<file path="src/rtl/laser_search_ctrl.sv">
// laser_search_ctrl: counts target points into the point buffer, then walks
// candidate centre pairs through the shared hit-count datapath using
// alternating raster sweeps of C1 and C2, keeping the best pair seen.
// Optional build macro: LASER_EARLY_EXIT_EN ends the search as soon as a
// candidate covers all NPTS points.
module laser_search_ctrl #(
  parameter int unsigned NPTS     = 40,
  parameter int unsigned MAX_PASS = 4
) (
  input  logic       CLK,
  input  logic       RST,
  input  logic       in_valid,
  output logic       buf_we,
  output logic [5:0] buf_addr,
  output logic       eval_req,
  output logic [3:0] eval_c1x,
  output logic [3:0] eval_c1y,
  output logic [3:0] eval_c2x,
  output logic [3:0] eval_c2y,
  input  logic       eval_ack,
  input  logic [5:0] eval_hits,
  output logic [3:0] C1X,
  output logic [3:0] C1Y,
  output logic [3:0] C2X,
  output logic [3:0] C2Y,
  output logic [5:0] best_hits,
  output logic       DONE
);

  typedef enum logic [2:0] {LOAD, SWEEP1, SWEEP2, CHECK, FINISH} state_t;

  state_t     state;
  state_t     state_next;

  logic [5:0] load_cnt;
  logic [7:0] scan;       // {y, x}: x in the low nibble so x runs fastest
  logic [7:0] pass_cnt;
  logic       improved;

  logic       load_last;
  logic       ack_fire;
  logic       better;
  logic       scan_last;
  logic       pass_last;
  logic       full_hit;
  logic       check_stop;

  assign buf_addr  = load_cnt;
  assign load_last = (state == LOAD) && in_valid && (load_cnt == 6'(NPTS - 1));
  assign ack_fire  = eval_req && eval_ack;
  assign better    = eval_hits > best_hits;
  assign scan_last = (scan == 8'hFF);
  assign pass_last = ((pass_cnt + 8'd1) == 8'(MAX_PASS));

`ifdef LASER_EARLY_EXIT_EN
  // best_hits can only reach NPTS via an early-exit ack, so it marks that case in CHECK
  assign full_hit   = better && (eval_hits == 6'(NPTS));
  assign check_stop = !improved || pass_last || (best_hits == 6'(NPTS));
`else
  assign full_hit   = 1'b0;
  assign check_stop = !improved || pass_last;
`endif

  // State register
  always_ff @(posedge CLK) begin
    if (RST) state <= LOAD;
    else     state <= state_next;
  end

  // Next-state selection
  always_comb begin
    state_next = state;
    case (state)
      LOAD:    if (load_last) state_next = SWEEP1;
      SWEEP1:  if (ack_fire) begin
                 if (full_hit)       state_next = CHECK;
                 else if (scan_last) state_next = SWEEP2;
               end
      SWEEP2:  if (ack_fire && (full_hit || scan_last)) state_next = CHECK;
      CHECK:   state_next = check_stop ? FINISH : SWEEP1;
      FINISH:  state_next = LOAD;
      default: state_next = LOAD;
    endcase
  end

  // Per-state outputs; the candidate defaults to the current best pair
  always_comb begin
    buf_we   = 1'b0;
    eval_req = 1'b0;
    DONE     = 1'b0;
    eval_c1x = C1X;
    eval_c1y = C1Y;
    eval_c2x = C2X;
    eval_c2y = C2Y;
    case (state)
      LOAD:   buf_we = in_valid;
      SWEEP1: begin
        eval_req = 1'b1;
        eval_c1x = scan[3:0];
        eval_c1y = scan[7:4];
      end
      SWEEP2: begin
        eval_req = 1'b1;
        eval_c2x = scan[3:0];
        eval_c2y = scan[7:4];
      end
      FINISH: DONE = 1'b1;
      default: ;
    endcase
  end

  // Load counter, scan position, pass bookkeeping and best-pair registers
  always_ff @(posedge CLK) begin
    if (RST) begin
      load_cnt  <= '0;
      scan      <= '0;
      pass_cnt  <= '0;
      improved  <= 1'b0;
      C1X       <= '0;
      C1Y       <= '0;
      C2X       <= '0;
      C2Y       <= '0;
      best_hits <= '0;
    end else begin
      case (state)
        LOAD: if (in_valid) begin
          if (load_last) begin
            load_cnt  <= '0;
            scan      <= '0;
            pass_cnt  <= '0;
            improved  <= 1'b0;
            C1X       <= '0;
            C1Y       <= '0;
            C2X       <= '1;
            C2Y       <= '1;
            best_hits <= '0;
          end else begin
            load_cnt <= load_cnt + 6'd1;
          end
        end
        SWEEP1, SWEEP2: if (ack_fire) begin
          scan <= scan + 8'd1;
          if (better) begin
            best_hits <= eval_hits;
            improved  <= 1'b1;
            if (state == SWEEP1) {C1Y, C1X} <= scan;
            else                 {C2Y, C2X} <= scan;
          end
        end
        CHECK: begin
          pass_cnt <= pass_cnt + 8'd1;
          if (!check_stop) improved <= 1'b0;
        end
        default: ;
      endcase
    end
  end

endmodule

</file>
<file path="config.mk">
export PLATFORM = sky130hd
export DESIGN_NAME = laser_search_ctrl
export DESIGN_NICKNAME = d
export VERILOG_FILES = /design/src/rtl/laser_search_ctrl.sv
export SDC_FILE = /design/constraint.sdc
export NUM_CORES = 1
export LEC_CHECK = 0
export ABC_AREA = 1
export CORE_MARGIN = 1
export CORE_UTILIZATION = 46
export CTS_CLUSTER_SIZE = 14
export DETAILED_ROUTE_END_ITERATION = 16
export GPL_TIMING_DRIVEN = 0
export PLACE_DENSITY = 0.76
export SKIP_LAST_GASP = 1
export SLEW_MARGIN = 15
export SYNTH_ARGS = -nofsm -noshare
export SYNTH_HDL_FRONTEND = slang
export SYNTH_SLANG_ARGS = --single-unit
</file>
<file path="constraint.sdc">
create_clock -name CLK -period 1.5 [get_ports CLK]
set_input_delay 0.225 -clock CLK [delete_from_list [all_inputs] [get_ports CLK]]
set_output_delay 0.225 -clock CLK [all_outputs]
set_load 0.02 [all_outputs]
</file>
# After elaboration in Yosys (flattened, before gate mapping)
# Cells that the tools add are included.
[classes]
order_cmp = 1
add_sub_neg = 3
muxes = 48
n_reduce_logical = 18
eq_ne = 16
[op_table]
columns = ["op", "n"]
rows = [
  ["4-bit two-way mux", 18],
  ["4-bit case mux with 2 select lines", 4],
  ["8-bit case mux with 2 select lines", 2],
  ["6-bit two-way mux", 5],
  ["8-bit two-way mux", 3],
  ["8-bit by 1-bit adder with 8-bit output (second input constant)", 2],
  ["3-bit two-way mux", 5],
  ["2-bit inequality test (second input constant)", 7],
  ["3-bit case mux with 4 select lines", 1],
  ["6-bit case mux with 2 select lines", 1],
  ["6-bit AND reduction", 2],
  ["8-bit by 3-bit equality test with 1-bit output (second input constant)", 1],
  ["8-bit equality test (second input constant)", 1],
  ["1-bit two-way mux", 8],
  ["4-bit AND reduction", 2],
  ["6-bit by 1-bit adder with 6-bit output (second input constant)", 1],
  ["3-bit by 2-bit equality test with 1-bit output (second input constant)", 2],
  ["6-bit equality test (second input constant)", 1],
  ["6-bit greater-than comparator", 1],
  ["5-bit AND reduction", 1],
  ["1-bit logical AND", 4],
  ["2-bit by 1-bit inequality test with 1-bit output (second input constant)", 2],
  ["2-bit nonzero test", 2],
  ["3-bit by 1-bit equality test with 1-bit output (second input constant)", 1],
  ["9 further kinds", 9],
]
[word_totals]
reg_bits = 48
out_inout_bits = 47
inputBits = 10

# Longest topological paths before layout
[depth]
depth_word = 7
ltp_mapped = 13
depth_no_buf = 13

# Least setup slack after synthesis
# Ideal clock, no wire load.
[synth_timing]
path_type = "register -> register"
start = "register best_hits[5]"
end = "register C1Y[2]"
setup_ns = 0.132
path_stages_with_launch = 13
required_time_ns = 1.368
arrival_ns = 1.680
synth_period_minus_slack_ns = 1.812
slack_ns = -0.312
cell_sequence = "dfxtp_1 > inv_1 > ha_1 > nand2_1 > nor2_1 > o21ai_0 > nand3_1 > nand2_1 > nand2_2 > inv_2 > buf_2 > o21ai_0 > a21oi_1"
[synth_between]
elab_chain_cells = 3
[synth_rtl]
columns = ["element", "line", "text"]
rows = [
  ["from (decl)", "26", "output logic [5:0] best_hits,"],
  ["from (signal assigned)", "144", "best_hits <= eval_hits;"],
  ["6-bit greater-than comparator", "51", "assign better = eval_hits > best_hits;"],
  ["2-bit by 1-bit inequality test with 1-bit output (no source line)", "-", ""],
  ["5-bit AND reduction (no source line)", "-", ""],
  ["to (signal assigned)", "146", "if (state == SWEEP1) {C1Y, C1X} <= scan;"],
  ["to (decl)", "23", "output logic [3:0] C1Y,"],
]
# No other way between the ends.
# A chain may end at the register's enable or synchronous reset.

# Final worst setup path
[layout_timing]
start = "register state[0]"
end = "register C2Y[1]"
[layout_between]
elab_chain_cells = 6
elab_cells_between_ends = 16
cone_classes = "eq/ne: 7; mux: 2; reduce/logical: 7"
[layout_rtl]
columns = ["element", "line", "text"]
rows = [
  ["from (decl)", "32", "state_t state;"],
  ["from (signal assigned)", "67", "else state <= state_next;"],
  ["3-bit by 1-bit equality test with 1-bit output / 3-bit by 2-bit equality test with 1-bit output (equally long branches)", "95, 125, 146", ""],
  ["2-bit OR reduction (no source line)", "-", ""],
  ["1-bit two-way mux", "95", "case (state)"],
  ["1-bit logical AND", "50", "assign ack_fire = eval_req && eval_ack;"],
  ["2-bit by 1-bit inequality test with 1-bit output (no source line)", "-", ""],
  ["6-bit AND reduction (no source line)", "-", ""],
  ["to (signal assigned)", "147", "else {C2Y, C2X} <= scan;"],
  ["to (decl)", "25", "output logic [3:0] C2Y,"],
]
# Several ways; a longest one is shown, not always the timed one.

==> flow_summary.yaml <==
worst_hold_path:
  hp-class: "in -> reg"
logic_synthesis:
  synth_fp_nets: 393
  avgSynthCellArea_um2: 7.08
  synth_xor_area_share_pct: 0.662
  synth_simple_gate_area_share_pct: 28.1
  synth_top_family_by_area: "simple AND/OR/NAND/NOR gates"
  yosys_warnings: 0
  ys_ff_latch: 48
  synth_cell_type_count: 33
  synth-adder-area-share_pct: 4.25
  synthCells: 374
  synth.area.top_cells: "dfxtp_1, nand2_1, o21ai_0, a21oi_1, inv_1"
  synthMuxAreaShare_pct: 0
  synth_top_area_cell: "dfxtp_1"
  seq_area_frac_synth_pct: 36.3
  synth-compound-area-share_pct: 20.2
  syn_area_um2: 2650
  synth_top_area_share_pct: 36.3
cells_and_area:
  fillers: 321
  multi_input_area_um2: 1970
  final_cells: 552
  seqCellArea_um2: 996
  n_antenna_cell: 0
  final_cell_area_um2: 4560
  drive_gt1_share_pct: 44.8
  mostFrequentLayoutCell: "nand2_1"
  area_growth_pct: 72.3
  layout.nets: 498
  layout_common_cells: "nand2_1, inv_1, a21oi_1"
floorplanning:
  dieWidth_um: 77.9
  core_um2: 5540
  ios: 57
  start_util_pct: 47.8
  fp.dieArea_um2: 6060
  rows: 27
  fp.dieH_um: 77.9
place:
  placed_cells: 501
  place_area_um2: 3360
  post-place-ws_ns: -0.665
  dp_hpwl_um: 5010
  portBuffers: 55
  place.gp.congestion: 0.876
drt:
  vias_per_cell: 5.88
  vias: 3245
  met1Wirelength_um: 3960
  dr_wl_met2_um: 5330
  dr.first_iter.drc_count: 424
  drtAntennaViolNets: 0
  wirelength_um: 10500
  route.met3.wl_um: 799
  wl_per_cell_um: 19.0
  dr.pass1.iters: 5
  drc: 0
  dr.max_layer_used: "met4"
run_status:
  violations: "setup timing"
  status: "finished with violations"
global_route:
  grt_max_degree: 15
  grt_overflow: 0
  grt_pass1_wl_um: 13300
  grt_pass1_vias: 2901
  grt_use_total_pct: 27.9
  antenna_found_initial: 0
worst_setup_path:
  crit_top_cell: "nand2_4"
  worstSetupEndpointType: "register"
  crit_chain: "inv_4 > nor2_4 > nand2_4 > nand2_4 > nand2_2 > nand2_4 > nand2_8 > clkinv_8 > nand3_4 > buf_8 > o21ai_2 > a21oi_2"
  arrival_ns: 1.98
  critical_path_class: "reg -> reg"
  slowest_stage: "dfxtp_4"
  cpPeakStageDelay_ns: 0.40
  cp.required_ns: 1.71
  critPathLaunchType: "register"
  worstPathMaxFanout: 6
clock_network:
  clk_latency_ns: 0.31
  clkTransAtPathRegs_ns: 0.09
  cts_num_sinks: 48
  cts_tree: "built"
  root_buffer: "clkbuf_8"
  h-tree-depth: 2
  cts_buffer_depth: 2
  cts_buffers: 5
power:
  powerDensity_nw_per_um2: 1810
  ir_drop_mv: 1.28
  p_leak_uw: 0.00197
timing:
  setup_viol: 56
  max_freq_mhz: 564
  worst_slack_ns: -0.274
  drv_slew: 0
  finClkSkew_ns: 0.0105
  tightest_slew_ns: 0.630
  period_share_pct: 118
  relSlewSlack_pct: 58.0
  finalHoldViolations: 0
  finalCriticalPeriod_ns: 1.77
  rsz0062_at_grt: "yes"
run:
  cap_violations: 0
[logic make-up after synthesis]
group / after synthesis
DFF: 48
AOI/OAI and AO/OA: 100
adders and majority gates: 9
and+or+nand+nor: 150
buffers and inverters: 65
xor gates and xnor gates: 2
[worst paths after layout]
path | cells past startpoint | slack, ns | startpoint | to
worst max-delay path | 12 | -0.27 | state[0]$_SDFFE_PP0P_ | C2Y[1]$_SDFFE_PP0P_
worst min-delay path | 3 | 0.36 | eval_hits[2] | best_hits[2]$_SDFFE_PP0P_
worst max register to register | 12 | -0.27 | state[0]$_SDFFE_PP0P_ | C2Y[1]$_SDFFE_PP0P_
worst min register to register | 2 | 0.48 | C2X[1]$_SDFFE_PP0P_ | C2X[1]$_SDFFE_PP0P_
[per-stage QoR]
stage	TNS (ns)	power [uW]	utilization, %	hold WS [ns]
final	-9.89	8250	82.3	0.356
after global routing	-13.41	8550	82.3	0.367
after CTS	-7.17	6800	71.9	0.329
after detailed placement	-25.95	4500	60.6	0.449
after global placement	-25.45	4460	60.6	0.452
after floorplan	-2.34	3570	-	0.390
[what timing repair did]
action,4_1_cts,5_1_grt
setup endpoints to repair,78,73
hold buffers,0,0
resized for setup,240,126
gates cloned,6,1
setup buffers,21,16
pin swaps,21,18
hold endpoints to repair,0,0
[critical path: cells and delay by family, from the launching register on]
kind,cells,cell delay (ns)
AOI/OAI and AO/OA,2,0.18
DFF,1,0.40
buffers and inverters,3,0.30
and+or+nand+nor,7,0.79
[per-layer routing]
metal	vias to the layer above	global-route usage [%]
li1	1464	-
met1	1539	33.1
met2	203	50.0
met3	39	4.00
met4	0	11.7
met5	-	0
[sequential cells by signal, indices dropped and copies added (netlist names), 4 cells and up]
signal / flops
C2Y: 4
scan: 8
C2X: 4
buf_addr: 6
best_hits: 6
pass_cnt: 8
C1X: 4
C1Y: 4
[area by class of cell]
| class | instances | area share [%] |
|---|---|---|
| Timing Repair Buffer | 98 | 22.9 |
| Clock inverter | 1 | 0.110 |
| Sequential cell | 48 | 21.8 |
| Inverter | 49 | 4.55 |
| Tap cell | 72 | 1.98 |
| Multi-Input combinational cell | 262 | 43.1 |
| Buffer | 15 | 3.81 |
| Clock buffer | 7 | 1.67 |
[synthesized netlist by cell type]
cell type,n
nand2_1,70
dfxtp_1,48
o21ai_0,46
inv_1,44
a21oi_1,40
nor2_1,20
nand3_1,19
nand4_1,18
ha_1,9
buf_2,8
clkbuf_1,5
nand2_2,5
o21bai_1,5
inv_2,4
nor3_1,4
nand2_4,3
nor3b_1,3
a211oi_1,2
a21oi_2,2
buf_6,2
nor2_4,2
o21ai_1,2
o21ai_2,2
xor2_1,2
buf_4,1
clkinv_4,1
nand3_4,1
nand3b_1,1
nor2_8,1
nor3_2,1
nor4_1,1
o211ai_1,1
or2_2,1
[power by group]
part / internal [uW] / switching (uW) / total [uW]
logic: 2630 / 3150 / 5770
registers: 1480 / 209 / 1690
clock network: 329 / 463 / 792
Note: power is estimated with default switching activity, not from simulation.
==> edit: new RTL, config.mk and constraints unchanged <==
The 5 states of `state_t` get a one-hot encoding in 5 bits.
--- a/src/rtl/laser_search_ctrl.sv
+++ b/src/rtl/laser_search_ctrl.sv
@@ -27,7 +27,7 @@
   output logic       DONE
 );
 
-  typedef enum logic [2:0] {LOAD, SWEEP1, SWEEP2, CHECK, FINISH} state_t;
+  typedef enum logic [4:0] {LOAD = 5'b00001, SWEEP1 = 5'b00010, SWEEP2 = 5'b00100, CHECK = 5'b01000, FINISH = 5'b10000} state_t;
 
   state_t     state;
   state_t     state_next;
Check against the original RTL: same outputs for any inputs over 10 cycles, from zero or initial values and one cycle with RST high; not proved beyond that.
==> edit against the original RTL <==
  * Critical endpoint is now C2X[2]
  * Worst hold slack improved by 0.013 ns
  * Largest cell class unchanged
  * Total power up 8.1%
  * Synthesized area grew 2.7%
  * Sequential share of layout area decreased by 0.084 points
  * Worst setup slack worse by 0.17 ns
  * Synthesized cell count is 12% higher
  * The flow still finishes with violations (negative setup slack)
  * Wire length is 9.7% higher
  * Design area up 6.1%
  * Sequential cell count up 2
==> edit: results (changes against the original RTL) <==
metric;value;unit;change
Peak VDD IR;1.31;mV;was 1.28 mV
first-pass GRT wire length;13700;µm;was 13300 µm
Post-synth ARST share;0;%;unchanged
failing checks;negative setup slack;;unchanged
layout cells sized above 1;43.7;%;was 44.8%
CTS clk-pin slew, worst paths;0.10;ns;
RD Place Congestion;0.856;;was 0.876
DR iter-0 viols;335;;was 424
status;finished, violations left;;unchanged
Slew HR;48.0;%;was 58.0%
Top delay family on crit path;simple AND/OR/NAND/NOR gates;;unchanged
Avg WL per Cell;18.9;µm;was 19.0 µm
drt pass-1 iters;6;;was 5
Worst path max stage delay;0.36;ns;was 0.40 ns
Setup WS pre-CTS;-0.732;ns;was -0.665 ns
Post-DP HPWL;5020;µm;was 5010 µm
total via count in the routed design;3522;;was 3245
crit path max fanout;8;;was 6
ranking of synthesized cells by area;dfxtp_1 (37%), nand2_1 (16%), nor2_1 (7.7%), a21oi_1 (7.5%), inv_1 (7.2%);;was dfxtp_1 (36%), nand2_1 (9.9%), o21ai_0 (8.7%), a21oi_1 (7.6%), inv_1 (6.2%)
Nets;554;;was 498
Pleak;2.18;nW;was 1.97 nW
post-synthesis sequential area ratio;36.8;%;was 36.3%
Fill cells;264;;was 321
Critical Path AT;2.16;ns;was 1.98 ns
setup violators final;64;;was 56
Synth area leader;dfxtp_1;;unchanged
total of warnings raised by yosys;0;;unchanged
skew final;0.0162;ns;was 0.0105 ns
largest net degree at the start of global routing;16;;was 15
vias in the first global route;2943;;was 2901
H-tree depth;2;;unchanged
Total Routing Usage GR;27.9;%;about the same
Final Worst Setup Slack;-0.440;ns;was -0.274 ns
Netlist cell types;32;;was 33
Synthesized Nets;437;;was 393
Placed Area;0.00349;mm²;was 0.00336 mm²
Port Buffers;56;;was 55
Commonest cells post-synth;nand2_1 (113), nor2_1 (56), inv_1 (52);;was nand2_1 (70), dfxtp_1 (48), o21ai_0 (46)
==> edit: what timing repair did <==
| action | CTS | global route |
|---|---|---|
| hold buffers | 0 | 0 |
| gates cloned | 5 | 1 |
| setup buffers | 28 | 22 |
| resized for setup | 257 | 96 |
| setup endpoints to repair | 79 | 81 |
| pin swaps | 27 | 41 |
==> edit: final cells by class <==
cell class | count | area, µm² | area share (%)
Buffer | 13 | 154 | 3.18
Inverter | 56 | 241 | 4.99
Timing Repair Buffer | 110 | 1080 | 22.2
Clock buffer | 6 | 72.6 | 1.50
Multi-Input combinational cell | 299 | 2140 | 44.3
Clock inverter | 2 | 10.0 | 0.207
Tap cell | 72 | 90.1 | 1.86
Sequential cell | 50 | 1050 | 21.8
==> edit: per-layer routing <==
layer	track usage (%)	vias up	part of all wire, %
li1	-	1560	-
met1	35.0	1668	36
met2	48.8	236	51
met3	4.94	58	8.3
met4	8.18	0	4.5
met5	0	-	0
==> edit: final timing paths <==
path	cells past startpoint	start	to	slack (ns)
setup reg to reg	13	best_hits[3]	C2X[2]	-0.44
setup / recovery	13	best_hits[3]	C2X[2]	-0.44
hold reg to reg	2	pass_cnt[7]	pass_cnt[7]	0.47
hold / removal	3	eval_hits[4]	best_hits[4]	0.37
==> edit: cells by family after synthesis <==
family          synth area share, %
compound gates                 12.5
buf+inv                        10.4
flops                          36.8
simple gates                   34.9
fa+ha+maj                      4.14
xor+xnor                       1.29
==> edit: power breakdown <==
part | switching, mW | internal (mW) | leakage (nW)
sequential | 0.244 | 1.59 | 0.417
combinational | 3.51 | 2.75 | 1.72
clock | 0.504 | 0.326 | 0.0450
total | 4.26 | 4.66 | 2.18
==> edit: metrics by stage <==
step	power, mW	TNS [ns]	hold WS [ns]	utilization, %	std cells
after global placement	5.18	-26.75	0.461	62.2	546
after detailed placement	5.27	-27.59	0.467	62.2	546
after global routing	9.30	-20.86	0.383	86.3	608
final	8.93	-17.02	0.369	86.3	608
after CTS	7.54	-10.47	0.370	76.4	586
after floorplan	4.12	-2.04	0.317	-	418
==> edit: worst min-delay path, delay by kind of cell <==
kind	cells	cell delay (ns)
buffers and inverters	1	0.28
AND/OR/NAND/NOR	1	0.10
AO/OA/AOI/OAI	1	0.05
